## src/rtl/mem_wb_writeback.sv

```systemverilog
// mem_wb_writeback: writeback stage that captures a memory-stage result, selects the
// register-file write value, holds ecalls for the environment and counts retirements.
module mem_wb_writeback #(
    parameter int XLEN       = 64,
    parameter int REG_ADDR_W = 5,
    parameter int CNT_W      = 64
) (
    input  logic                  clk,
    input  logic                  reset,
    input  logic                  memory_done,
    input  logic [XLEN-1:0]       mem_alu_data,
    input  logic [XLEN-1:0]       mem_load_data,
    input  logic [XLEN-1:0]       mem_pc_plus4,
    input  logic [REG_ADDR_W-1:0] mem_rd,
    input  logic                  mem_reg_write,
    input  logic [1:0]            mem_wb_sel,
    input  logic                  mem_is_ecall,
    input  logic                  ecall_done,
    input  logic [XLEN-1:0]       ecall_a0,
    output logic                  mem_wb_pipeline_valid,
    output logic                  rf_we,
    output logic [REG_ADDR_W-1:0] rf_waddr,
    output logic [XLEN-1:0]       rf_wdata,
    output logic                  wb_clear_valid,
    output logic [REG_ADDR_W-1:0] wb_clear_rd,
    output logic                  ecall_request,
    output logic                  retire_pulse,
    output logic [CNT_W-1:0]      retire_count
);
    typedef enum logic [1:0] {IDLE, FULL, ECALL_WAIT, DRAIN} state_t;
    state_t                state_q, state_d;
    logic [XLEN-1:0]       alu_q, load_q, pc4_q;
    logic [REG_ADDR_W-1:0] rd_q;
    logic                  reg_write_q, is_ecall_q;
    logic [1:0]            wb_sel_q;
    logic [CNT_W-1:0]      count_q, count_d;
    logic                  capture, retire, ecall_finish;
    logic [XLEN-1:0]       sel_data;

    always_comb begin
        capture      = state_q == IDLE && memory_done;
        ecall_finish = state_q == ECALL_WAIT && ecall_done;
        retire       = (state_q == FULL && !is_ecall_q) || ecall_finish;
        sel_data     = wb_sel_q == 2'd1 ? load_q : wb_sel_q == 2'd2 ? pc4_q : alu_q;
        // DRAIN waits for memory_done to drop so a held result is never recaptured
        state_d      = state_q == IDLE       ? (memory_done ? FULL : IDLE)
                     : state_q == FULL       ? (is_ecall_q ? ECALL_WAIT : DRAIN)
                     : state_q == ECALL_WAIT ? (ecall_done ? DRAIN : ECALL_WAIT)
                     :                         (memory_done ? DRAIN : IDLE);
        count_d      = count_q + CNT_W'(retire);
    end

    assign mem_wb_pipeline_valid = state_q != IDLE;
    assign rf_we                 = retire && reg_write_q && rd_q != '0;
    assign rf_waddr              = rd_q;
    assign rf_wdata              = ecall_finish ? ecall_a0 : sel_data;
    assign wb_clear_valid        = retire;
    assign wb_clear_rd           = rd_q;
    assign ecall_request         = (state_q == FULL && is_ecall_q) || state_q == ECALL_WAIT;
    assign retire_pulse          = retire;
    assign retire_count          = count_q;

    always_ff @(posedge clk) begin
        if (reset) begin
            state_q     <= IDLE;
            count_q     <= '0;
            alu_q       <= '0;
            load_q      <= '0;
            pc4_q       <= '0;
            rd_q        <= '0;
            reg_write_q <= 1'b0;
            wb_sel_q    <= 2'd0;
            is_ecall_q  <= 1'b0;
        end else begin
            state_q <= state_d;
            count_q <= count_d;
            if (capture) begin
                alu_q       <= mem_alu_data;
                load_q      <= mem_load_data;
                pc4_q       <= mem_pc_plus4;
                rd_q        <= mem_rd;
                reg_write_q <= mem_reg_write;
                wb_sel_q    <= mem_wb_sel;
                is_ecall_q  <= mem_is_ecall;
            end
        end
    end
endmodule

```

## config.mk

```make
export PLATFORM = sky130hd
export DESIGN_NAME = mem_wb_writeback
export DESIGN_NICKNAME = d
export VERILOG_FILES = /design/src/rtl/mem_wb_writeback.sv
export SDC_FILE = /design/constraint.sdc
export NUM_CORES = 1
export LEC_CHECK = 0
export CAP_MARGIN = 20
export CORE_ASPECT_RATIO = 1.1
export CORE_MARGIN = 2
export CORE_UTILIZATION = 42
export DETAILED_ROUTE_END_ITERATION = 6
export PLACE_DENSITY = 0.8
export SLEW_MARGIN = 20
export SYNTH_ARGS = -nofsm -noshare
export SYNTH_HDL_FRONTEND = slang
export SYNTH_SLANG_ARGS = --single-unit
export TNS_END_PERCENT = 20
```

## constraint.sdc

```tcl
create_clock -name clk -period 3.1 [get_ports clk]
set_clock_uncertainty 0.1 [all_clocks]
set_input_delay 0.62 -clock clk [delete_from_list [all_inputs] [get_ports clk]]
set_output_delay 0.62 -clock clk [all_outputs]
set_load 0.05 [all_outputs]
```

======== Yosys cells after proc, flatten, opt, wreduce, memory -nomap -nowiden ========
Index checks and enable logic that the tools add are counted.
word-level totals
  bits in registers ....................... 267
  output and inout bits ................... 143
  logic and storage cells ................. 36
operators by class
  add/subtract/negate cells ............... 1
  equality and inequality tests ........... 4
  mux-type cells .......................... 10
  reductions and logical operators ........ 12
operators with widths
  kind                number
  $mux 64             3
  $add 64x1->64       1
  $mux 2              4
  $logic_and 1x1->1   6
  $reduce_bool 5->1   1
  $eq 2x1->1 const B  2
  $eq 2x2->1 const B  2
  $mux 1              3
  $logic_not 2->1     1
  $logic_or 1x1->1    2
  $reduce_bool 2->1   1
  $logic_not 1->1     1

======== Logic depth before layout (Yosys ltp) ========
  depth after elaboration ................. 5
  mapped depth ............................ 10
  depth with buffers taken out ............ 9

======== Worst setup path after synthesis ========
OpenSTA, ideal clock, no wires.
  path kind ............................... input -> register
  from .................................... input ecall_done
  to ...................................... register count_q[50] (netlist: retire_count[50])
  library setup time ...................... 0.070 ns
  data arrival time ....................... 3.672 ns
  path slack .............................. -0.742 ns
  stages .................................. 10
  path buffers ............................ 1
  path through ............................ inv_1 > o22ai_1 > ha_1 > ha_1 > nand4_4 > nor4_4 > nand4_1 > buf_2 > or4_1 > a21oi_1
on the way
  longest elaborated chain between the ends .. 3
ends and longest elaborated chain
  item                    line  text
  start: declaration      18    input logic ecall_done,
  $logic_and 1x1->1       42    ecall_finish = state_q == ECALL_WAIT && ecall_done;
  $logic_or 1x1->1        43    retire = (state_q == FULL && !is_ecall_q) || ecall_finish;
  named net retire_pulse  27    output logic retire_pulse,
  $add 64x1->64           50    count_d = count_q + CNT_W'(retire);
  end signal: assignment  76    count_q <= count_d;
  end: declaration        36    logic [CNT_W-1:0] count_q, count_d;
The timed path passes the listed nets, and every way through them passes these cells.
A chain may end at the register's enable or synchronous reset.

======== Worst setup path in the final report ========
  from .................................... register wb_sel_q[0]
  to ...................................... output rf_wdata[43]
on the way
  longest elaborated chain between the ends .. 4
  elaborated cells on any way between the ends .. 5
  those cells by class .................... eq/ne (2); mux (3)
ends and longest elaborated chain
  item                      line  text
  start: declaration        35    logic [1:0] wb_sel_q;
  start signal: assignment  83    wb_sel_q <= mem_wb_sel;
  $eq 2x2->1                44    sel_data = wb_sel_q == 2'd1 ? load_q : wb_sel_q == 2'd2 ? pc4_q : alu_q;
  $mux 64                   44
  $mux 64 (*)               44
  $mux 64 (*)               56    assign rf_wdata = ecall_finish ? ecall_a0 : sel_data;
  end: declaration          23    output logic [XLEN-1:0] rf_wdata,
Every way passes the cells marked *; elsewhere a longest branch is shown, timed or not.

==> results.txt <==
Status = complete, no violations
Final nets = 2326
Setup CP Type = reg2out
Min-delay src = load_q[56]$_SDFFE_PP0P_
Clock buffer depth = 3
Crit Path Max Fanout = 22
Clk sinks = 267
GR Overflow Total = 0
Initial antenna violation count = 3
Share of cells above drive strength 1 = 12.4%
DR iter-0 viols = 886
Die width = 170 um
# DRC = 0
Syn_nets = 1956
Worst R2R Path Depth = 10
CP Capture Type = output port
Largest net degree at the start of global routing = 112
Critical path required time = 2.38 ns
Worst setup SP type = flop
Reg2Reg Launch Point = state_q[0]$_SDFF_PP0_
R2R setup slack = 0.36 ns
Post-DP HPWL = 29.7 mm
Area of the multi-input gates = 6800 um^2
Vias/cell = 5.34
RSZ-0062 raised after global routing = true
Hold Path Depth = 2
Leak = 6.80 nW
Area after DPL = 18000 um^2
IO Pins = 412
Main flop type after synthesis = dfxtp_1
Fin Setup TNS = 0 ns
Final worst setup slack = 0.0764 ns
Util after Layout = 64.4%
CTS Hold Bufs = 0
Core footprint = 29600 um^2
WHS = 0.350 ns
DRT Wirelength = 42.1 mm
Max VDD drop = 0.000378 V
Worst slack at placement = -0.148 ns
Clock transition at the registers of the reported paths = 0.06 ns
Min-delay worst type = reg2reg
PwrDens = 554 nW/um^2
Root Buffer = clkbuf_16
Final instance area = 19100 um^2
Maximum Capacitance Violations = 0
CTS H-tree depth = 1
Top cell type by total area after synthesis = dfxtp_1
First-pass GRT wire length = 64.5 mm
Post-synthesis cell count = 1685
Fillers = 2449
CTS buffer count = 29
Register bit total from synthesis = 267
Num rows = 66
WP data arrival = 2.30 ns
Top area cells in the synthesized netlist = dfxtp_1 42%, nand2_1 16%, a21oi_1 9.3%
Final Hold Vio Count = 0
Clk_lat worst skew = 0.54 ns
WL per Instance = 17.2 um
Starting Density = 42.7%
Final period utilization = 97.5%
Cell variety after synth = 45
Number of flops mapped to enable cells by yosys = 0
Max-slew violations = 0
Synth-to-Final Area Change = 50.9%
Reg-to-Reg End = retire_count[56]$_SDFF_PP0_
First drt pass iteration count = 5
Post-synth top area share = 42.2%
GPL Wtd Cong = 0.893
Vias = 13.1k
Port bufs = 411
Worst rel slew slack = 46.1%
Sequential fraction of the synthesis area = 42.2%
Vias in the first global route = 12.6k
Async SR Flop Fraction = 0%
YS warnings = 0
Max Freq = 331 MHz
Cell Area, Synth = 12700 um^2
Die height = 186 um
CTS tree = built
Slew @ Worst Pin = 0.809 ns
Die Footprint = 31500 um^2
Reg area = 5350 um^2
GRT Util Overall = 25.3%
Hold Crit Endpoint = load_q[56]$_SDFFE_PP0P_
Setup violators final = 0
Fin crit period = 3.02 ns
Syn_area_per_cell = 7.51 um^2
Number of routed nets with antenna violations = 0
[layout make-up]
class                   instances  share of cell area [%]
repair buffers                468                    28.2
flip-flops and latches        267                    28.0
multi-input cells            1279                    35.6
inverters                      10                   0.197
clock inverters                15                    1.07
diodes                          3                  0.0393
clock buffers                  38                    4.40
well taps                     374                    2.45
[placed cells by master, fill, tap and decap left out, types with 4 or more instances in the layout]
cell / count
nand2_1: 550
clkdlybuf4s50_1: 343
dfxtp_1: 265
a21oi_1: 234
o21ai_0: 131
buf_12: 80
mux2_2: 63
mux2i_1: 63
nor2_1: 45
buf_4: 41
clkbuf_16: 29
nand4_1: 27
or3_1: 24
nand3_1: 24
xor2_1: 22
o21ai_1: 19
inv_1: 10
or4_1: 10
o31ai_1: 9
xnor2_1: 9
clkbuf_8: 9
clkinv_2: 8
and3_1: 5
bufinv_16: 5
nor3_1: 4
nor4_1: 4
nor2b_1: 4
[kinds of logic after synthesis]
logic type / Yosys count / synth area share [%]
simple gates: 723 / 24.4
compound gates: 397 / 16.0
flops: 267 / 42.2
buf+inv: 139 / 4.46
mux: 126 / 10.6
xor+xnor: 31 / 2.14
fa+ha+maj: 2 / 0.198
[what timing repair did]
item | CTS | global route
resized for setup | 3 | 17
buffers inserted | 2 | 0
setup endpoints to repair | 38 | 16
[how the worst max path moves through the flow]
stage	from	endpoint	slack (ns)	cells after the start
final	wb_sel_q[0]$_SDFFE_PP0P_	rf_wdata[43]	0.08	6
after detailed placement	ecall_done	retire_count[54]$_SDFF_PP0_	-0.15	11
after CTS	wb_sel_q[0]$_SDFFE_PP0P_	rf_wdata[33]	0.006	5
after global placement	ecall_done	retire_count[54]$_SDFF_PP0_	-0.12	11
after floorplan	wb_sel_q[0]$_SDFFE_PP0P_	rf_wdata[54]	-0.14	7
after global routing	wb_sel_q[0]$_SDFFE_PP0P_	rf_wdata[9]	-0.002	6
[registers in the layout (all words and copies together) (netlist names)]
signal	cells
rf_waddr	5
retire_count	64
wb_sel_q	2
reg_write_q	1
load_q	64
pc4_q	64
is_ecall_q	1
state_q	2
alu_q	64
[worst max-delay path: stages (launching register included)]
cell and delay [ns]:
dfxtp_4 0.50, buf_12 0.22, buf_4 0.19, mux2_2 0.33, o21ai_0 0.16, o21ai_0 0.16, buf_12 0.19
[through the flow]
stage,instances,total power [mW]
finish,2454,10.6
global route,2454,11.0
CTS,2451,10.7
detailed placement,2396,6.92
global placement,2396,6.86
floorplan,1685,5.42
[where the power goes]
group / total (mW) / switching (mW) / internal (mW)
clock: 3.73 / 1.42 / 2.31
sequential: 3.82 / 0.162 / 3.66
combinational: 3.04 / 1.64 / 1.40
[routing by layer]
metal | share of wire (%) | wire length, um | GRT usage, %
met5 | 0 | 0 | 0
met4 | 3.4 | 1450 | 10.3
met3 | 7.6 | 3190 | 5.02
met2 | 49 | 20700 | 44.6
met1 | 40 | 16800 | 30.3
[synth_stat cells, drive strengths merged (2+ instances only)]
library cell / n
and2: 3
clkbuf: 116
or3: 25
nor4: 6
o21ai: 150
inv: 10
nor2b: 4
nand3: 27
or2: 3
nor3b: 3
o31ai: 9
xor2: 22
nor3: 5
nand4: 29
nand2: 551
or4: 10
buf: 13
and3: 5
a21oi: 234
ha: 2
mux2i: 63
xnor2: 9
nor2: 46
and4: 2
dfxtp: 267
nand2b: 2
mux2: 63
Power figures use the tool's default switching activity.
